## src/rtl/cordic_sincos_iter.sv

```systemverilog
// cordic_sincos_iter: iterative rotation-mode CORDIC returning signed sine and
// cosine (scaled by A = 2^(OUT_W-1)-1) for a full-circle unsigned angle code.
// One micro-rotation per clock; the residual angle inside the quadrant is
// rotated and the result is folded by the latched quadrant on the last cycle.
// Build option: define CORDIC_ROUND_EN to round-half-up when dropping the
// GUARD LSBs; without it the reduction is a plain arithmetic shift (floor).
//
// Handshake: a transfer happens on a rising clk edge where valid and ready are
// both high. in_ready is high only in IDLE, so theta is sampled once on the
// accept edge. out_valid holds, with sin/cos stable, until out_ready is seen
// high. Both ready signals depend only on state, never on the partner valid.
module cordic_sincos_iter #(
   parameter int OUT_W   = 16,
   parameter int THETA_W = 16,
   parameter int ITERS   = 16,
   parameter int GUARD   = 3
) (
   input  logic                    clk,
   input  logic                    rstb,
   input  logic [THETA_W-1:0]      theta,
   input  logic                    in_valid,
   output logic                    in_ready,
   output logic                    out_valid,
   input  logic                    out_ready,
   output logic signed [OUT_W-1:0] sin,
   output logic signed [OUT_W-1:0] cos,
   output logic [1:0]              dbg_state
);

   localparam int     XW    = OUT_W + GUARD + 2;
   localparam int     ZW    = THETA_W + GUARD;
   localparam int     CW    = $clog2(ITERS);
   localparam int     FRAC  = 40;
   localparam longint PI_FX = 64'sd3454217652357;  // pi * 2^40
   localparam longint AMP   = (longint'(1) << (OUT_W - 1)) - longint'(1);

   // atan(2^-i) expressed in angle-code units * 2^GUARD, rounded.
   // The series x - x^3/3 + ... is exact in shifts because x = 2^-i.
   function automatic longint atan_code(input int i);
      longint acc;
      longint term;
      int     s;
      if (i == 0) return longint'(1) << (ZW - 3);  // pi/4 is one eighth of the circle
      acc = 0;
      for (int k = 0; k < 40; k++) begin
         s = FRAC - i * (2 * k + 1);
         if (s >= 0) begin
            term = (longint'(1) << s) / longint'(2 * k + 1);
            if (k % 2 == 0) acc = acc + term;
            else            acc = acc - term;
         end
      end
      return ((acc << ZW) + PI_FX) / (PI_FX <<< 1);
   endfunction

   // Starting x: round(K * A * 2^GUARD), K = prod 1/sqrt(1 + 2^-2i).
   function automatic longint k_init();
      longint k2;
      longint v;
      longint res;
      longint t;
      k2 = longint'(1) << 30;
      for (int i = 0; i < ITERS; i++)
         k2 = k2 - k2 / ((longint'(1) << (2 * i)) + longint'(1));
      v   = k2 << 30;
      res = 0;
      for (int b = 30; b >= 0; b--) begin
         t = res | (longint'(1) << b);
         if (t * t <= v) res = t;
      end
      return (res * AMP * (longint'(1) << GUARD) + (longint'(1) << 29)) >> 30;
   endfunction

   localparam logic signed [XW-1:0] X0    = XW'(k_init());
   localparam logic signed [XW-1:0] AMP_X = XW'(AMP);
   localparam logic signed [XW-1:0] NEG_X = XW'(-AMP);
`ifdef CORDIC_ROUND_EN
   localparam logic signed [XW-1:0] RND_X = XW'(longint'(1) << (GUARD - 1));
`endif

   // Drop the guard bits and clamp to the symmetric range [-A, +A].
   function automatic logic signed [OUT_W-1:0] reduce_sat(input logic signed [XW-1:0] v);
      logic signed [XW-1:0] r;
`ifdef CORDIC_ROUND_EN
      r = (v + RND_X) >>> GUARD;
`else
      r = v >>> GUARD;
`endif
      if (r > AMP_X)      r = AMP_X;
      else if (r < NEG_X) r = NEG_X;
      return r[OUT_W-1:0];
   endfunction

   typedef enum logic [1:0] {IDLE = 2'd0, ROT = 2'd1, HOLD = 2'd2} state_t;

   state_t                  state, state_nxt;
   logic [CW-1:0]           cnt;
   logic [1:0]              quad;
   logic signed [XW-1:0]    x, y, x_nxt, y_nxt;
   logic signed [ZW-1:0]    z, z_nxt;
   logic signed [ZW-1:0]    atan_tab [ITERS];
   logic signed [XW-1:0]    sin_pre, cos_pre;
   logic signed [OUT_W-1:0] sin_sat, cos_sat;
   logic                    accept, last_iter;

   for (genvar g = 0; g < ITERS; g++) begin : g_atan
      localparam logic signed [ZW-1:0] ATAN_G = ZW'(atan_code(g));
      assign atan_tab[g] = ATAN_G;
   end

   assign accept    = (state == IDLE) && in_valid;
   assign last_iter = (cnt == CW'(ITERS - 1));
   assign dbg_state = state;

   // State register
   always_ff @(posedge clk) begin
      if (rstb) state <= IDLE;
      else      state <= state_nxt;
   end

   // Next state and handshake outputs
   always_comb begin
      state_nxt = state;
      in_ready  = 1'b0;
      out_valid = 1'b0;
      unique case (state)
         IDLE: begin
            in_ready = 1'b1;
            if (in_valid) state_nxt = ROT;
         end
         ROT: begin
            if (last_iter) state_nxt = HOLD;
         end
         HOLD: begin
            out_valid = 1'b1;
            if (out_ready) state_nxt = IDLE;
         end
         default: state_nxt = IDLE;
      endcase
   end

   // One micro-rotation; direction chosen to drive the residual angle to zero
   always_comb begin
      x_nxt = x;
      y_nxt = y;
      z_nxt = z;
      if (!z[ZW-1]) begin
         x_nxt = x - (y >>> cnt);
         y_nxt = y + (x >>> cnt);
         z_nxt = z - atan_tab[cnt];
      end else begin
         x_nxt = x + (y >>> cnt);
         y_nxt = y - (x >>> cnt);
         z_nxt = z + atan_tab[cnt];
      end
   end

   // Quadrant fold of the final rotation result, then reduce and clamp
   always_comb begin
      cos_pre = x_nxt;
      sin_pre = y_nxt;
      unique case (quad)
         2'd0: begin cos_pre = x_nxt;  sin_pre = y_nxt;  end
         2'd1: begin cos_pre = -y_nxt; sin_pre = x_nxt;  end
         2'd2: begin cos_pre = -x_nxt; sin_pre = -y_nxt; end
         2'd3: begin cos_pre = y_nxt;  sin_pre = -x_nxt; end
         default: ;
      endcase
      sin_sat = reduce_sat(sin_pre);
      cos_sat = reduce_sat(cos_pre);
   end

   // Datapath: load on accept, rotate each ROT cycle, register result on the last one
   always_ff @(posedge clk) begin
      if (rstb) begin
         cnt  <= '0;
         quad <= '0;
         x    <= '0;
         y    <= '0;
         z    <= '0;
         sin  <= '0;
         cos  <= '0;
      end else if (accept) begin
         cnt  <= '0;
         quad <= theta[THETA_W-1:THETA_W-2];
         x    <= X0;
         y    <= '0;
         z    <= ZW'(theta[THETA_W-3:0]) << GUARD;
      end else if (state == ROT) begin
         x <= x_nxt;
         y <= y_nxt;
         z <= z_nxt;
         if (last_iter) begin
            cnt <= '0;
            sin <= sin_sat;
            cos <= cos_sat;
         end else begin
            cnt <= cnt + CW'(1);
         end
      end
   end

endmodule

```

## config.mk

```make
export PLATFORM = sky130hd
export DESIGN_NAME = cordic_sincos_iter
export DESIGN_NICKNAME = d
export VERILOG_FILES = /design/src/rtl/cordic_sincos_iter.sv
export SDC_FILE = /design/constraint.sdc
export NUM_CORES = 1
export LEC_CHECK = 0
export ABC_AREA = 1
export BUFFER_PORTS_ARGS = -buffer_cell sky130_fd_sc_hd__buf_2
export CORE_MARGIN = 4
export CORE_UTILIZATION = 46
export DETAILED_ROUTE_END_ITERATION = 7
export PLACE_DENSITY = 0.65
export SYNTH_ARGS = -nofsm -noshare
export SYNTH_HDL_FRONTEND = slang
export SYNTH_SLANG_ARGS = --single-unit
export TNS_END_PERCENT = 10
```

## constraint.sdc

```tcl
create_clock -name clk -period 7.05 [get_ports clk]
set_input_delay 1.41 -clock clk [delete_from_list [all_inputs] [get_ports clk]]
set_output_delay 1.41 -clock clk [all_outputs]
set_load 0.005 [all_outputs]
```

### Word level (Yosys, flattened, before mapping)

Memories as Yosys holds them, arrays and structs flattened.
Cells that the tools add are included.

* register bits after elaboration: 101
* ROM bits: 304
* logic and storage cells: 67
* memories kept: 1

* add/sub/neg operators: 9
* magnitude comparators: 5
* eq/ne operators: 9
* shift-type cells: 2
* muxes and demuxes: 22
* bitwise gates (word level): 2
* reductions and logical operators: 7

Memory list
* (name not given): depth 16, width 19, rd ports 1, clocked after memory_dff 0, write ports 0, line 154 `z_nxt = z + atan_tab[cnt];`

Operators with widths (number)
* $pmux 21 s4: 2
* $mux 16: 4
* $mux 19: 3
* $add 21x21->21: 2
* $mux 21: 2
* $neg 21->21: 2
* $sshr 21x4->21: 2
* $sub 21x21->21: 2
* $gt 18x16->1 const B: 2
* $lt 18x16->1 const B: 2
* $mux 18: 2
* $mux 17: 2
* $add 19x19->19: 1
* $sub 19x19->19: 1
* $eq 2x2->1 const B: 3
* $mux 2: 3
* $ne 2x2->1 const B: 3
* $pmux 2 s3: 1
* $reduce_and 3->1: 2
* $ge 5x5->1 const B: 1
* $not 4->5: 1
* $add 4x1->4 const B: 1
* $eq 2x1->1 const B: 2
* $eq 4x4->1 const B: 1
* 7 further kinds: 9

### Depth between registers and ports, before layout

Gate-level depths: netlist (run 1).

* word-level depth: 8
* depth in mapped cells: 46

### Least setup slack after synthesis (run 1)

Ideal clock, no wire load.

* kind: flip-flop to flip-flop
* from: reg cnt[0]
* to: reg cos[10]
* data arrival time: 4.452 ns
* required time: 6.928 ns
* path slack: 2.476 ns
* cell stages (with the launch flop): 44
* buffers on the path: 4
* period minus slack after synthesis: 4.574 ns
* path through: dfxtp_1 > buf_6 > inv_4 > buf_6 > buf_6 > nand2_2 > nand3_1 > nand3_1 > nand3_1 > nand2_1 > nand2_1 > inv_1 > nand3_1 > nor3_2 > nand3_1 > nor3_2 > nand3_1 > nor3_1 > [8 not listed] > nand2_1 > nand2_1 > nand2_1 > nand2_1 > nand2_1 > nor2_4 > nand2_1 > nor2_2 > nand3_1 > nand2_1 > nand2_1 > nand2_1 > nand3_1 > nor2_1 > nand2_1 > a21oi_4 > buf_6 > a21oi_2

* longest elaborated chain between the ends: 8
* elaborated cells on any way between the ends: 17

RTL lines
* from (decl): line 97 `logic [CW-1:0] cnt;`
* from (signal assigned): line 198 `cnt <= cnt + CW'(1);`
* $sshr 21x4->21, on equally long branches
* $sub 21x21->21, or another cell as far along: line 148 `x_nxt = x - (y >>> cnt);`
* $mux 21: line 147 `if (!z[ZW-1]) begin`
* $neg 21->21, on equally long branches: line 165, 164
* $pmux 21 s4: line 162 `unique case (quad)`
* $lt 18x16->1: line 90 `else if (r < NEG_X) r = NEG_X;`
* $mux 16: line 90
* $mux 16: line 89 `if (r > AMP_X) r = AMP_X;`
* to (signal assigned): line 196 `cos <= cos_sat;`
* to (decl): line 26 `output logic signed [OUT_W-1:0] cos,`

Parallel ways exist; a longest one is shown, timed or not.
A chain may end at the register's enable or synchronous reset.

### Worst setup path in the final report (run 1)

* from: reg cnt[1]
* to: reg cos[11]

The elaborated chain is that of the path after synthesis.

==> qor.yml, run 1 <==
slew_violations: 0
grt_overflow: 0
synth_cell_types: 51
drtAntennaViolNets: 0
cp.required_ns: 7.31
critPathKind: "reg2reg"
synth_top_family_by_area: "simple AND/OR/NAND/NOR gates"
status: "complete, no violations"
coreArea_um2: 28090
tightest_slew_ns: 1.086
crit_start: "cnt[1]$_SDFFE_PP0P_"
clock-sinks: 101
synth_warnings: 0
arrival_ns: 6.45
crit_path_start_kind: "register"
nNetsFinal: 2469
clk_pin_slew_worst_paths_ns: 0.09
hold_buffers: 0
clk_latency_ns: 0.37
grt_max_degree: 69
worst_r2r_endpoint: "cos[11]$_SDFFE_PP0P_"
vias: 15520
grt_pass1_vias: 14520
synth_top_area_share_pct: 22.34
synth_compound_area_share_pct: 13.24
maxSlewHeadroom_pct: 27.31
ff_latch_area_um2: 2023
synth_xor_xnor_area_share_pct: 3.701
cts_resized: 0
fillers: 3138
skew_ns: 0.01135
hold_depth: 2
drive_gt1_share_pct: 8.260
numPortBuffers: 55
yosys.area_share.adder_pct: 6.684
max_stage_delay_ns: 0.54
vias_per_cell: 5.615
grt_pass1_wl_um: 76810
synth_top_area_cell: "nand2_1"
area_delta_synth_final_pct: 5.598
avgSynthCellArea_um2: 5.560
die_h_um: 177.7
netlist_area_um2: 13250
ir_worst_vdd_v: 0.0001210
powerDensity_nw_per_um2: 309.1
multi_input_area_um2: 9573
p_leak_nw: 7.578
ys_ff_latch: 101
routedWlPerCell_um: 17.64
finalWeightedCongestion: 1.006
path_common_cell: "nand2_1"
rr_worst_depth: 39
setup_viol: 0
reg2reg_slack_ns: 0.86
rr_startpoint: "cnt[1]$_SDFFE_PP0P_"
postCtsSetupBuffers: 0
final_cells: 2763
place_ws_ns: 0.9685
min_delay_worst_endpoint: "sin[9]$_SDFFE_PP0P_"
grt_use_total_pct: 30.52
cts_tree: "built"
hold_viol: 0
antenna_cells: 0
synth.net_count: 2473
max-cap-violations: 0
ys.flop_type: "dfxtp_1"
wl_um: 48750
min_period_over_period_pct: 87.77
syn_inst: 2384
cp-end-kind: "register"
fmax_ghz: 0.1616
grt_antenna_before_repair: 0
drt_iter0_markers: 1615
clock_path_buffers: 2
seq_area_frac_synth_pct: 15.26
drc_errors: 0
cts_root_buf: "clkbuf_16"
async_reset_ff_share_pct: 0
drtPass1Iterations: 6
yosys.area_share.simple_pct: 48.50
cts_buffers: 9
dp_hpwl_um: 38850
timing.final.ws_setup_ns: 0.8623
synth-edff-count: 0
synth_mux_area_share_pct: 0
worstHoldPathType: "reg2reg"
cp_max_fo: 34
die-area_um2: 31590
grt_setup_unrepaired: "false"
min_from: "sin[9]$_SDFFE_PP0P_"
initial_core_util_pct: 47.19
die_w_um: 177.7
post-route-min-period_ns: 6.188
cp_slowest_cell: "dfxtp_1"
rows: 61
ctsHtreeMaxLevel: 3
placedCellCount: 2747
final.setup.tns_ns: 0
yosys-top-cells-area: "nand2_1 22%, dfxtp_1 15%, nand3_1 12%"
io_pins: 56
-- cell usage in the layout, fill, tap and decap left out, types with 5 or more instances in the layout --
cell type and n:
a21oi_1 97, a21oi_2 12, a31oi_1 21, and2_1 5, buf_2 55, buf_4 22, clkbuf_16 9, dfxtp_1 100
ha_1 66, inv_1 304, inv_2 7, nand2_1 789, nand2_2 32, nand3_1 329, nand3_2 13, nand3b_1 15
nand4_1 57, nor2_1 161, nor2_2 15, nor3_1 20, o2111ai_1 6, o211ai_1 26, o21ai_0 93, o21ai_1 5
o221ai_1 10, xnor2_1 13, xor2_1 43
-- cell families (layout without fill, tap and decap cells) --
kind of cell,count (synthesis),in the layout
AO/OA/AOI/OAI,294,294
buffers and inverters,409,410
flip-flops,101,101
adder cells (fa/ha/maj),69,69
XOR/XNOR,56,56
AND/OR/NAND/NOR,1455,1455
-- power breakdown --
group / switching (mW) / internal (mW) / leakage, nW / total, mW
sequential: 0.0778 / 0.610 / 0.825 / 0.688
combinational: 2.23 / 0.878 / 6.61 / 3.11
clock: 0.272 / 0.259 / 0.145 / 0.531
total: 2.58 / 1.75 / 7.58 / 4.33
-- cell usage after synthesis (2+ instances only) --
cell and count:
a31oi_1 21, dfxtp_1 101, or2_2 4, a21oi_1 97, nor3_1 20, nand3_2 13
buf_6 11, xor2_1 43, nand2_1 789, o2111ai_1 6, o31ai_1 4, a21oi_2 12
a221oi_1 3, nor3_2 2, nand3_4 2, nand3b_1 15, buf_4 7, xnor2_1 13
inv_2 7, inv_1 304, buf_1 12, a21oi_4 2, o21ai_0 93, o21ai_1 5
o21ai_2 3, buf_2 18, inv_4 2, nor2_4 3, o21bai_1 4, o221ai_1 10
fa_1 3, nand2_4 4, nor2_2 13, o22ai_1 2, a21boi_1 2, clkbuf_1 44
nand2_2 32, ha_1 66, nand3_1 329, o211ai_1 26, clkinv_1 4, nor2_1 164
and2_1 5, nand4_1 57
-- worst max-delay path: cells and delay by family, from the launching register on --
kind | cells | cell delay (ns)
adder cells (fa/ha/maj) | 1 | 0.41
AND/OR/NAND/NOR | 27 | 3.27
AO/OA/AOI/OAI | 4 | 0.77
flip-flops | 1 | 0.54
buffers and inverters | 6 | 0.91
XOR/XNOR | 1 | 0.13
-- layout make-up --
| class | instances | share of cell area [%] |
|---|---|---|
| clock buffer | 11 | 1.734 |
| clock inverter | 5 | 0.3487 |
| inverter | 317 | 8.538 |
| multi-input combinational | 1874 | 68.40 |
| sequential | 101 | 14.46 |
| tap | 378 | 3.379 |
| timing repair buffer | 77 | 3.147 |
-- stage by stage --
stage | power, mW | cell area [µm²] | hold slack [ns] | util (%)
2_1_floorplan | 2.916 | 13250 | 0.4497 | -
3_3_place_gp | 3.728 | 13700 | 0.4514 | 48.79
3_5_place_dp | 3.736 | 13700 | 0.4583 | 48.79
4_1_cts | 4.273 | 14000 | 0.4694 | 49.83
5_1_grt | 4.694 | 14000 | 0.4843 | 49.83
6_report | 4.326 | 14000 | 0.4713 | 49.83
-- registers in the layout (all words and copies together) (netlist names) --
signal,cells
cnt,4
cos,16
dbg_state,2
quad,2
sin,16
x,21
y,21
z,19
-- per-layer routing --
| metal | up-vias | GRT usage [%] | share of wire (%) |
|---|---|---|---|
| met5 | - | 0 | 0 |
| met3 | 131 | 3.536 | 6.5 |
| li1 | 7764 | - | - |
| met4 | 0 | 14.37 | 5.3 |
| met2 | 581 | 51.57 | 46 |
| met1 | 7039 | 38.76 | 42 |
-- worst max-delay path by stage --
stage                      endpoint  cells after the start
2_1_floorplan  cos[10]$_SDFFE_PP0P_                     43
3_3_place_gp   cos[11]$_SDFFE_PP0P_                     39
3_5_place_dp   cos[11]$_SDFFE_PP0P_                     39
4_1_cts        cos[11]$_SDFFE_PP0P_                     39
5_1_grt        cos[12]$_SDFFE_PP0P_                     39
6_report       cos[11]$_SDFFE_PP0P_                     39
Power figures use the tool's default switching activity.
==> run 2: changes to the inputs <==
Settings changed: PLACE_DENSITY 0.65 to 0.74.
==> qor.yml, run 2 (same netlist as run 1, synthesis figures left out) <==
slew_violations: 0  # unchanged
final_cells: 2760  # -0.11%
rows: 61  # unchanged
nNetsFinal: 2466  # -0.12%
fin_util_pct: 49.84  # about the same
grt_overflow: 0  # unchanged
cp-end-kind: "register"
io_pins: 56  # unchanged
final_common_cell: "nand2_1"
path_common_cell: "nand2_1"
coreArea_um2: 28090  # unchanged
p_leak_nw: 7.570  # -0.11%
clock_path_buffers: 2  # unchanged
grt_pass1_wl_um: 75890  # -1.2%
hold_viol: 0  # unchanged
dp_hpwl_um: 37970  # -2.3%
cp_max_fo: 35  # +2.9%
drive_gt1_share_pct: 8.186  # -0.074 points
rr_worst_depth: 33  # -15%
antenna_cells: 0  # unchanged
initial_core_util_pct: 47.19  # unchanged
cp_slowest_cell: "dfxtp_1"
tightest_slew_ns: 0.9437  # -0.1426 ns
drc_errors: 0  # unchanged
crit_path_start_kind: "register"
cts_tree: "built"
post-route-min-period_ns: 6.266  # +0.07842 ns
fmax_ghz: 0.1596  # -1.3%
worstHoldPathType: "reg2reg"
max-cap-violations: 0  # unchanged
finalWeightedCongestion: 0.9975  # -0.80%
clk_latency_ns: 0.37  # about the same
routedWlPerCell_um: 17.48  # -0.94%
critPathKind: "reg2reg"
die_h_um: 177.7  # unchanged
cts_resized: 0  # unchanged
clock-sinks: 101  # unchanged
hold_buffers: 0  # unchanged
drtAntennaViolNets: 0  # unchanged
grt_antenna_before_repair: 0  # unchanged
layout_common_cells: "789 x nand2_1, 329 x nand3_1, 304 x inv_1"
arrival_ns: 6.54  # +0.09 ns
ir_worst_vdd_v: 0.0001551  # +28%
final.setup.tns_ns: 0  # unchanged
cp.required_ns: 7.32  # about the same
min_period_over_period_pct: 88.88  # +1.1 points
wl_um: 48240  # -1.0%
vias: 15690  # +1.1%
ctsHtreeMaxLevel: 3  # unchanged
die-area_um2: 31590  # unchanged
vias_per_cell: 5.684  # +1.2%
grt_max_degree: 69  # unchanged
status: "complete, no violations"
hold_depth: 2  # unchanged
cts_root_buf: "clkbuf_16"
grt_pass1_vias: 14170  # -2.4%
maxSlewHeadroom_pct: 37.02  # +9.7 points
area_delta_synth_final_pct: 5.608  # about the same
cts_buffers: 9  # unchanged
drt_iter0_markers: 1740  # +7.7%
grt_setup_unrepaired: "false"
placedCellCount: 2744  # -0.11%
powerDensity_nw_per_um2: 312.0  # +0.93%
die_w_um: 177.7  # unchanged
grt_use_total_pct: 30.08  # -0.44 points
postCtsSetupBuffers: 0  # unchanged
numPortBuffers: 55  # unchanged
max_stage_delay_ns: 0.71  # +0.17 ns
clk_pin_slew_worst_paths_ns: 0.09  # about the same
drtPass1Iterations: 6  # unchanged
setup_viol: 0  # unchanged
skew_ns: 0.01176  # +0.0004050 ns
reg.largest.list: "x x21, y x21, z x19"
run 2: area by class of cell:
type | count | area, µm²
Sequential cell | 101 | 2022
Clock buffer | 10 | 239.0
Tap cell | 378 | 473.0
Inverter | 317 | 1195
Fill cell | 3047 | 14090
Multi-Input combinational cell | 1874 | 9575
Clock inverter | 6 | 75.07
Timing Repair Buffer | 74 | 417.9
run 2: worst max-delay path, delay by kind of cell (launching register included):
| kind | cells | cell delay, ns |
|---|---|---|
| fa+ha+maj | 1 | 0.39 |
| buf+inv | 5 | 0.68 |
| xor+xnor | 2 | 0.32 |
| flops | 1 | 0.71 |
| compound gates | 2 | 0.68 |
| simple gates | 23 | 3.39 |
run 2: per-layer routing:
layer / vias to the layer above / GRT usage, % / wire length (µm)
li1: 7751 / - / -
met1: 7148 / 38.90 / 20040
met2: 662 / 50.23 / 22190
met3: 126 / 3.409 / 3518
met4: 0 / 13.76 / 2489
met5: - / 0 / 0
run 2: power breakdown:
group / internal, mW / total [mW] / switching [mW]
Combinational: 0.875 / 3.13 / 2.25
Sequential: 0.610 / 0.679 / 0.0687
Clock: 0.292 / 0.559 / 0.267
run 2: worst paths after layout:
kind | startpoint | endpoint | slack, ns
max | cnt[1]$_SDFFE_PP0P_ | cos[0]$_SDFFE_PP0P_ | 0.78
min | sin[3]$_SDFFE_PP0P_ | sin[3]$_SDFFE_PP0P_ | 0.47
max reg2reg | cnt[1]$_SDFFE_PP0P_ | cos[0]$_SDFFE_PP0P_ | 0.78
min reg2reg | sin[3]$_SDFFE_PP0P_ | sin[3]$_SDFFE_PP0P_ | 0.47
run 2: metrics by stage:
step | hold WS, ns | power [mW] | setup slack (ns) | cell area [µm²]
floorplan | 0.4497 | 2.916 | 2.476 | 13250
global placement | 0.4498 | 3.710 | 0.9643 | 13680
detailed placement | 0.4534 | 3.729 | 0.9567 | 13680
CTS | 0.4660 | 4.295 | 0.9337 | 14000
global route | 0.4837 | 4.723 | 0.1718 | 14000
finish | 0.4663 | 4.367 | 0.7838 | 14000
